`src/rtl/wr_512b_to_bram_pkg.sv`:
```
// Shared row-BRAM geometry, handshake constants and FSM state type for the 512b row writer.
package wr_512b_to_bram_pkg;

  localparam int ROW_W         = 9;
  localparam int WORD_W        = 32;
  localparam int WORDS_PER_ROW = 16;
  localparam int ADDR_W        = 13;
  localparam int CNT_W         = ADDR_W - ROW_W;
  localparam int ROW_BITS      = WORD_W * WORDS_PER_ROW;

  localparam logic [CNT_W-1:0] LAST_WORD = CNT_W'(WORDS_PER_ROW - 1);

  typedef enum logic [2:0] {
    ST_IDLE,
    ST_SEL,
    ST_WR_REQ,
    ST_WR_REL,
    ST_DONE
  } wr_state_e;

  // Word address is a pure concatenation, so the last word of row 511 lands on 13'h1FFF.
  function automatic logic [ADDR_W-1:0] word_addr(input logic [ROW_W-1:0] row,
                                                  input logic [CNT_W-1:0] word);
    return {row, word};
  endfunction

endpackage

```
`src/rtl/wr_512b_to_bram.sv`:
```
// Serialises one 512b row into 16 word writes over the trig/done BRAM controller bus; optional per-word mask via WR512_WORD_MASK_EN.
// Latency: 2 cycles IDLE/SEL + per enabled word (1 SEL + handshake) + 1 DONE; client trig/done and BRAM trig/done are 4-phase, so both sides stall freely.
module wr_512b_to_bram
  import wr_512b_to_bram_pkg::*;
(
  input  logic                i_clk,
  input  logic                i_rstn,
  input  logic                i_trig,
  output logic                o_done,
  input  logic [ROW_W-1:0]    i_wr_row_num,
  input  logic [ROW_BITS-1:0] i_wr_data_512b,
`ifdef WR512_WORD_MASK_EN
  input  logic [WORDS_PER_ROW-1:0] i_wr_word_mask,
`endif
  output logic [ADDR_W-1:0]   o_wr_to_bram_addr,
  output logic [WORD_W-1:0]   o_wr_to_bram_data,
  output logic                o_wr_to_bram_trig,
  input  logic                i_wr_to_bram_done
);

  wr_state_e state, state_nxt;

  logic [CNT_W-1:0]         word_cnt;
  logic [ROW_BITS-1:0]      sreg;
  logic [ROW_W-1:0]         row_q;
  logic [WORDS_PER_ROW-1:0] word_mask;
  logic                     done_pre;

  logic do_load, do_issue, do_release, do_adv, set_done, clr_done;

`ifdef WR512_WORD_MASK_EN
  logic [WORDS_PER_ROW-1:0] mask_q;

  always_ff @(posedge i_clk or negedge i_rstn) begin
    if (!i_rstn)
      mask_q <= '0;
    else if (do_load)
      mask_q <= i_wr_word_mask;
  end

  assign word_mask = mask_q;
`else
  assign word_mask = '1;
`endif

  always_ff @(posedge i_clk or negedge i_rstn) begin
    if (!i_rstn)
      state <= ST_IDLE;
    else
      state <= state_nxt;
  end

  always_comb begin
    state_nxt  = state;
    do_load    = 1'b0;
    do_issue   = 1'b0;
    do_release = 1'b0;
    do_adv     = 1'b0;
    set_done   = 1'b0;
    clr_done   = 1'b0;
    case (state)
      ST_IDLE: begin
        if (i_trig) begin
          do_load   = 1'b1;
          state_nxt = ST_SEL;
        end
      end
      ST_SEL: begin
        if (word_mask[word_cnt]) begin
          do_issue  = 1'b1;
          state_nxt = ST_WR_REQ;
        end else if (word_cnt == LAST_WORD) begin
          state_nxt = ST_DONE;
        end else begin
          do_adv = 1'b1;
        end
      end
      ST_WR_REQ: begin
        if (i_wr_to_bram_done) begin
          do_release = 1'b1;
          state_nxt  = ST_WR_REL;
        end
      end
      ST_WR_REL: begin
        if (!i_wr_to_bram_done) begin
          if (word_cnt == LAST_WORD) begin
            state_nxt = ST_DONE;
          end else begin
            do_adv    = 1'b1;
            state_nxt = ST_SEL;
          end
        end
      end
      ST_DONE: begin
        // Client may have dropped trig mid-row; in that case leave without ever showing done.
        if (!i_trig) begin
          clr_done  = 1'b1;
          state_nxt = ST_IDLE;
        end else begin
          set_done = 1'b1;
        end
      end
      default: state_nxt = ST_IDLE;
    endcase
  end

  always_ff @(posedge i_clk or negedge i_rstn) begin
    if (!i_rstn) begin
      word_cnt          <= '0;
      sreg              <= '0;
      row_q             <= '0;
      o_wr_to_bram_addr <= '0;
      o_wr_to_bram_data <= '0;
      o_wr_to_bram_trig <= 1'b0;
      done_pre          <= 1'b0;
    end else begin
      if (do_load) begin
        row_q    <= i_wr_row_num;
        sreg     <= i_wr_data_512b;
        word_cnt <= '0;
      end
      if (do_adv) begin
        word_cnt <= word_cnt + CNT_W'(1);
        sreg     <= sreg >> WORD_W;
      end
      if (do_issue) begin
        o_wr_to_bram_addr <= word_addr(row_q, word_cnt);
        o_wr_to_bram_data <= sreg[WORD_W-1:0];
        o_wr_to_bram_trig <= 1'b1;
      end
      if (do_release)
        o_wr_to_bram_trig <= 1'b0;
      if (set_done)
        done_pre <= 1'b1;
      else if (clr_done)
        done_pre <= 1'b0;
    end
  end

  assign o_done = done_pre & i_trig;

endmodule

```
`config.mk`:
```
export PLATFORM = sky130hd
export DESIGN_NAME = wr_512b_to_bram
export DESIGN_NICKNAME = d
export VERILOG_FILES = /design/src/rtl/wr_512b_to_bram_pkg.sv /design/src/rtl/wr_512b_to_bram.sv
export SDC_FILE = /design/constraint.sdc
export NUM_CORES = 1
export LEC_CHECK = 0
export BUFFER_PORTS_ARGS = -buffer_cell sky130_fd_sc_hd__buf_2
export CAP_MARGIN = 10
export CORE_MARGIN = 3
export CORE_UTILIZATION = 40
export CTS_CLUSTER_SIZE = 28
export DETAILED_ROUTE_END_ITERATION = 12
export PLACE_DENSITY = 0.65
export RECOVER_POWER = 25
export SETUP_SLACK_MARGIN = 0.02
export SKIP_LAST_GASP = 1
export SLEW_MARGIN = 20
export SYNTH_ARGS = -nofsm -noshare
export SYNTH_HDL_FRONTEND = slang
export SYNTH_SLANG_ARGS = --single-unit
export TNS_END_PERCENT = 20
```
`constraint.sdc`:
```
create_clock -name i_clk -period 4.35 [get_ports i_clk]
set_input_delay 1.0875 -clock i_clk [delete_from_list [all_inputs] [get_ports i_clk]]
set_output_delay 1.0875 -clock i_clk [all_outputs]
set_load 0.01 [all_outputs]
```
After elaboration in Yosys (flattened, before gate mapping)
Memory sizes are Yosys's and may differ from the RTL's. Cells that the tools add are included.

Register bits after elaboration: 575. Latch bits: 0. Bits in writable memories: 0. ROM bits: 16. Input bits: 525. Output and inout port bits: 47. Word-level logic and storage cells: 57. Memories: 1.

$add $sub $neg: 1. $mul: 0. Div/mod/pow operators: 0. Magnitude comparators: 1. Equality and inequality tests: 10. Shift-type cells: 0. Muxes and demuxes: 30. Bitwise logic cells: 1. Reduce and logical (&&, ||, !) cells: 5.

Memory list: (no name shown) (words 16, bits a word 1, read ports 1, clocked after memory_dff 0, wr ports 0, RTL line wr_512b_to_bram.sv:69) `if (word_mask[word_cnt]) begin`.

Operators with widths (number): 512-bit 2-to-1 mux (2); 3-bit 2-to-1 mux (7); 1-bit 2-to-1 mux (17); 3-bit one-hot mux with 5 select lines (1); 4-bit 2-to-1 mux (2); 2-bit != test (second input constant) (4); 3-bit by 2-bit equality test with 1-bit output (second input constant) (2); 2-bit nonzero test (3); 4-bit by 5-bit < comparator with 1-bit output (second input constant) (1); 5-bit AND reduction (1); 4-bit by 1-bit adder with 4-bit output (second input constant) (1); 4-bit equality test (second input constant) (1); 3-bit by 1-bit equality test with 1-bit output (second input constant) (1); 3-bit equality test (second input constant) (1); 3-bit zero test (1); 3-bit != test (second input constant) (1); 1-bit one-hot mux with 2 select lines (1); 1-bit AND (1).

Longest topological paths before layout
Gate-level depths: netlist of run 1.

Word-level depth: 6. Gate-level depth with buffers: 8.

Worst setup path before layout of run 1
Ideal clock, no wire load.

Kind: input to register. Start: in i_wr_to_bram_done. End: reg word_cnt[1]. Setup time: 0.137 ns. Arrival time: 2.284 ns. Path slack: 1.930 ns. Stages on the path: 7. Buffers on the path: 4. Path through: and4bb_1 -> buf_2 -> and2_1 -> buf_2 -> buf_2 -> clkbuf_1 -> o21ai_0.

Word-level cells in the longest chain between the ends: 3. Elaborated cells between the ends (all ways): 4. Classes of those cells: mux: 3; reduce/logical: 1.

Ends and longest elaborated chain: start, declared (RTL line wr_512b_to_bram.sv:18) `input logic i_wr_to_bram_done`; 1-bit 2-to-1 mux (*) (RTL line wr_512b_to_bram.sv:85) `if (!i_wr_to_bram_done) begin`; 1-bit one-hot mux with 2 select lines (*) (RTL line wr_512b_to_bram.sv:61) `case (state)`; 4-bit 2-to-1 mux / 2-bit nonzero test (equally long branches); end signal, assigned (RTL line wr_512b_to_bram.sv:123) `word_cnt <= word_cnt + CNT_W'(1);`; end, declared (RTL line wr_512b_to_bram.sv:23) `logic [CNT_W-1:0] word_cnt;`.

Mark *: on every way between the ends. The rest lies on a longest branch, timed or not. A chain may end at the register's enable or synchronous reset.

==> results_dict.tcl, run 1 <==
set metrics [dict create \
    skew_ns 0.0223 \
    critical_path.reg2reg.startpoint "state[2]" \
    chipWidth_um 263 \
    grt_setup_unrepaired "false" \
    violated_checks "max-capacitance violations, max-slew violations" \
    regToRegEndpoint "sreg[212]" \
    clockBufferDepth 3 \
    met2_length_um 42400 \
    critical_path_required_ns 5.00 \
    timing_max_transition_violations_final 89 \
    synth_area_um2 26400 \
    grt_util_all_layers_pct 24.5 \
    fp-row-count 93 \
    first_global_vias 22300 \
    number_of_cells_on_the_worst_hold_path 2 \
    clock_latency_ns 0.59 \
    synthesis.instances 2457 \
    min_period_over_period_pct 70.8 \
    clk_pin_slew_ns 0.06 \
    min-delay-start "row_q[2]" \
    multiInputGateArea_um2 10900 \
    critical_path.startpoint_type "input port" \
    hold_viol_final 0 \
    grt_antenna_before_repair 54 \
    flow.area_growth_from_synthesis_pct 22.2 \
    start_util_pct 40.7 \
    rrSetupSlack_ns 1.82 \
    power.sequential.fraction_pct 43.0 \
    r2r_cells 4 \
    syn-mean-instance-area_um2 10.7 \
    critical-path-slowest-cell "clkbuf_2" \
    cap_violations 1 \
    io_buffers 571 \
    crit_type "input port to async pin" \
    critical_path.max_fanout 93 \
    post-cts-setup-buffers 0 \
    ys_types 30 \
    drive_above_1_share_pct 26.2 \
    design.final.nets 3443 \
    die-area_um2 69000 \
    switching_share_pct 33.8 \
    period_minus_slack_ns 3.08 \
    critical-path-top-delay-family "buffers and inverters" \
    max_stage_delay_ns 1.80 \
    ant_nets 0 \
    htree_num_levels 3 \
    holdPathEnd "row_q[2]" \
    initialDrtViolationCount 1898 \
    final-setup-viol-count 0 \
    gp_routability_congestion 0.878 \
    die_extent_in_y_um 263 \
    worst_pin_slew_ns 2.61 \
    route.top_layer_used "met5" \
    areal_power_density_over_the_cells_nw_per_um2 621 \
    util_after_layout_pct 49.7 \
    maxSlewHeadroom_pct -73.8 \
    cts_sinks 575 \
    worst_hold_path_type "flop to flop" \
    internal_power_mw 13.2 \
    yosysWarningCount 0 \
    post-dp-hpwl_um 61400 \
    synth_sequential_area_ratio_pct 54.6 \
    path_common_cell "clkbuf_2" \
    combPwrFrac_pct 27.9 \
    vdd_drop_max_mv 0.286 \
    grt_remaining_overflow 0 \
    drt-met1-wl_um 35300 \
    register_area_um2 14400 \
    power.clock.fraction_pct 29.0 \
    path_buf_inv 2 \
    grt_first_pass_wirelength_um 133000 \
    drt_wl_cell_um 22.6 \
    crit_chain "clkbuf_2 -> clkbuf_2" \
    ctsRootBufferMaster "clkbuf_16" \
    final_common_cell "dfrtp_1" \
    endpoint_kind "async pin" \
    avgViaCountPerCell 5.53 \
    io_pins 572 \
    synth.ff_latch_count 575 \
    fp.coreArea_um2 64800 \
    num_vias 21300 \
    achievable-frequency_mhz 325 \
    p_sw_mw 6.75 \
    status "finished with violations" \
    tritoncts_clock_tree "yes" \
    cts-buffers-inserted 66 \
    final_cell_mix "dfrtp_1, buf_2, nand3_1, mux2i_1, o21ai_0" \
    synth_fp_nets 2983 \
    dr_pass1_iterations 7 \
    number_of_remaining_drc_errors 0 \
    leakage_nw 17.4 \
    totalNegativeSetupSlack_ns 0 \
    routed-wl-met3_um 5870 \
    grt_max_degree 197 \
    num-fill-cells 5929 \
    post_cts_resized 0 \
    cp_data_arrival_time_ns 3.73 \
    cts-hold-fix-buffers 0 \
    routed_wirelength_um 87000 \
]
## flip-flops by register name, indices dropped and copies added, names as in the netlist
| name | cells |
|---|---|
| o_wr_to_bram_addr | 13 |
| row_q | 9 |
| o_wr_to_bram_data | 32 |
| sreg | 512 |
| o_wr_to_bram_trig | 1 |
| word_cnt | 4 |
| done_pre | 1 |
| state | 3 |
## per-layer routing
layer,up-vias,GRT usage [%]
met1,10600,30.9
met4,56,9.42
met2,639,40.4
met5,-,0
met3,203,6.34
li1,9805,-
## logic make-up after synthesis
kind of cell	after synthesis	synth area share [%]
compound gates	526	10.0
xor+xnor	1	0.0332
fa+ha+maj	1	0.0474
buf+inv	237	4.25
flops	575	54.6
mux	526	20.2
simple gates	591	10.9
## worst min-delay path, stage by stage, from the launching register on
cell     delay, ns
dfrtp_1       0.34
nand2_1       0.05
nand2_1       0.06
## power groups by stage
stage / Clock, mW / Combinational (mW) / Sequential [mW]
floorplan: 0 / 3.98 / 8.21
global placement: 0 / 5.43 / 8.60
detailed placement: 0 / 5.64 / 8.66
CTS: 5.92 / 5.65 / 8.59
global route: 6.12 / 6.26 / 8.80
finish: 5.80 / 5.59 / 8.61
## worst max-delay path by stage
stage,from,end,slack [ns],cells past startpoint
floorplan,i_wr_to_bram_done,word_cnt[1],1.93,7
global placement,i_wr_to_bram_done,sreg[263],1.20,5
detailed placement,i_wr_to_bram_done,sreg[63],1.13,5
CTS,i_wr_to_bram_done,sreg[212],1.74,5
global route,i_rstn,sreg[279],0.83,2
finish,i_rstn,sreg[230],1.27,2
## per-stage QoR
step	area (µm²)	setup slack [ns]	total power [mW]	hold WS (ns)	std cells
2_1_floorplan	26400	1.93	12.2	0.440	2457
3_3_place_gp	29900	1.20	14.0	0.453	3704
3_5_place_dp	29900	1.13	14.3	0.459	3704
4_1_cts	32200	1.74	20.2	0.481	3819
5_1_grt	32200	0.827	21.2	0.503	3837
6_report	32200	1.27	20.0	0.481	3849
## cells in the mapped netlist (all sizes together)
library cell | number | area share [%]
o211ai | 2 | 0.057
ha | 1 | 0.047
nand2 | 95 | 1.4
or4b | 1 | 0.038
o31ai | 1 | 0.028
buf | 67 | 1.8
or3 | 1 | 0.024
clkbuf | 167 | 2.4
xnor2 | 1 | 0.033
nand3 | 485 | 9.2
a21bo | 1 | 0.038
nor4b | 1 | 0.033
o21ai | 484 | 9.2
a211oi | 1 | 0.028
nor2 | 1 | 0.014
a21oi | 36 | 0.68
mux2 | 45 | 1.9
and4bb | 1 | 0.047
nor3b | 1 | 0.028
and2 | 2 | 0.047
dfrtp | 575 | 55
nand4bb | 1 | 0.043
nor2b | 2 | 0.047
mux2i | 481 | 18
inv | 3 | 0.043
o22ai | 1 | 0.024
## area by class of cell
| class | count | area share [%] |
|---|---|---|
| flip-flops and latches | 575 | 44.7 |
| clock inverters | 24 | 1.04 |
| multi-input cells | 1645 | 33.8 |
| inverters | 3 | 0.0350 |
| repair buffers | 626 | 10.9 |
| clock buffers | 91 | 5.96 |
| well taps | 855 | 3.32 |
| diodes | 30 | 0.233 |
No activity file was read; power rests on OpenSTA's default activity.
==> run 2: changes to the inputs <==
- clock period: 4.35 -> 2.95 ns (I/O delays scaled with it)
==> run 2 against run 1 <==
The run still ends with max-capacitance violations, max-slew violations left; clock skew shrank 0.0031 ns; utilization is 0.060 points lower; register-to-register slack lost 1.1 ns; critical path type unchanged; largest power group unchanged; hold slack got worse by 0.16 ns; count of clock-buffer cells in the layout grew 2.
==> results_dict.tcl, run 2 (same netlist as run 1, synthesis figures left out) <==
set metrics [dict create \
    layout_top_registers "sreg: 512 flops, o_wr_to_bram_data: 32 flops, o_wr_to_bram_addr: 13 flops" \
    period_minus_slack_ns 2.24 \
    maxSlewHeadroom_pct -8.53 \
    skew_ns 0.0192 \
    clockBufferDepth 3 \
    clk_pin_slew_ns 0.06 \
    dr_pass1_iterations 5 \
    cp_data_arrival_time_ns 2.88 \
    post-cts-setup-buffers 0 \
    die-area_um2 69000 \
    grt_first_pass_wirelength_um 133000 \
    crit_type "input port to async pin" \
    areal_power_density_over_the_cells_nw_per_um2 890 \
    worst_hold_path_type "input port to flop" \
    critical_path.startpoint_type "input port" \
    hold_viol_final 0 \
    fp.coreArea_um2 64800 \
    grt_setup_unrepaired "false" \
    drive_above_1_share_pct 26.3 \
    routed_wirelength_um 87300 \
    clock_latency_ns 0.61 \
    violated_checks "max-capacitance violations, max-slew violations" \
    critical-path-top-delay-family "buffers and inverters" \
    achievable-frequency_mhz 445 \
    ant_nets 0 \
    cts-hold-fix-buffers 0 \
    worst_pin_slew_ns 1.63 \
    flow.area_growth_from_synthesis_pct 22.0 \
    num_vias 21600 \
    post_cts_resized 0 \
    final_cells 3862 \
    grt_util_all_layers_pct 24.5 \
    grt_max_degree 158 \
    gp_routability_congestion 0.926 \
    chipWidth_um 263 \
    final_cell_mix "dfrtp_1, buf_2, nand3_1, mux2i_1, o21ai_0" \
    number_of_remaining_drc_errors 0 \
    totalNegativeSetupSlack_ns 0 \
    initialDrtViolationCount 1940 \
    io_pins 572 \
    io_buffers 571 \
    post_route_total_power_mw 28.7 \
    timing_max_transition_violations_final 52 \
    grt_antenna_before_repair 56 \
    drt_wl_cell_um 22.6 \
    registers.top_by_ff_count "sreg" \
    design.final.nets 3463 \
    vdd_drop_max_mv 0.542 \
    endpoint_kind "async pin" \
    grt_most_used_layer "met2" \
    critical_path_required_ns 3.59 \
    critical_path.max_fanout 57 \
    path_buf_inv 2 \
    post-dp-hpwl_um 63800 \
    die_extent_in_y_um 263 \
    ctsRootBufferMaster "clkbuf_16" \
    cts-buffers-inserted 60 \
    min_period_over_period_pct 76.1 \
    first_global_vias 22400 \
    final_common_cell "dfrtp_1" \
    cts_sinks 575 \
    critical-path-slowest-cell "clkbuf_2" \
    post-place-cells 3730 \
    avgViaCountPerCell 5.59 \
    grt_remaining_overflow 0 \
    util_after_layout_pct 49.6 \
    globalRouteMet2Util_pct 40.1 \
    htree_num_levels 2 \
    tritoncts_clock_tree "yes" \
    largest_register_ff_count 512 \
    gr-usage-met3_pct 6.57 \
    start_util_pct 40.7 \
    max_stage_delay_ns 1.14 \
    leakage_nw 17.4 \
    final-setup-viol-count 0 \
    status "finished with violations" \
    crit_chain "clkbuf_2 -> clkbuf_4" \
    grt.met1_usage_pct 31.0 \
    cap_violations 1 \
    fp-row-count 93 \
]
==> run 2: stage by stage <==
stage	cell area, µm²	hold WS, ns	worst slack (ns)
floorplan	26400	0.440	0.880
global placement	30300	0.456	0.562
detailed placement	30300	0.457	0.512
CTS	32200	0.0411	0.775
global route	32200	0.301	0.361
finish	32200	0.319	0.705
==> run 2: final timing paths <==
kind                                 start  slack (ns)   endpoint  cells past startpoint
max                                 i_rstn        0.71  sreg[295]                      2
min                        i_wr_row_num[4]        0.32   row_q[4]                      3
max reg2reg                       state[0]        0.76   sreg[73]                      5
min reg2reg                       row_q[1]        0.47   row_q[1]                      2
max in group i_clk                state[0]        0.76   sreg[73]                      5
min in group asynchronous           i_rstn        0.52  sreg[119]                      1
==> run 2: final cells by class <==
| type | instances | area (µm²) |
|---|---|---|
| multi-input combinational | 1645 | 10900 |
| fill | 5932 | 32600 |
| sequential | 575 | 14400 |
| inverter | 3 | 11.3 |
| tap | 855 | 1070 |
| clock inverter | 9 | 103 |
| timing repair buffer | 652 | 3840 |
| clock buffer | 93 | 1800 |
| antenna | 30 | 75.1 |
==> run 2: power breakdown <==
part | total [mW] | internal [mW] | switching [mW]
logic | 8.37 | 3.63 | 4.74
registers | 12.9 | 10.8 | 2.06
clock network | 7.41 | 4.31 | 3.10
total | 28.7 | 18.7 | 9.90
==> run 2: metal layers <==
layer	vias to the layer above	part of all wire, %
li1	9841	-
met1	10800	40
met2	735	49
met3	199	7.3
met4	60	3.5
met5	-	0.43
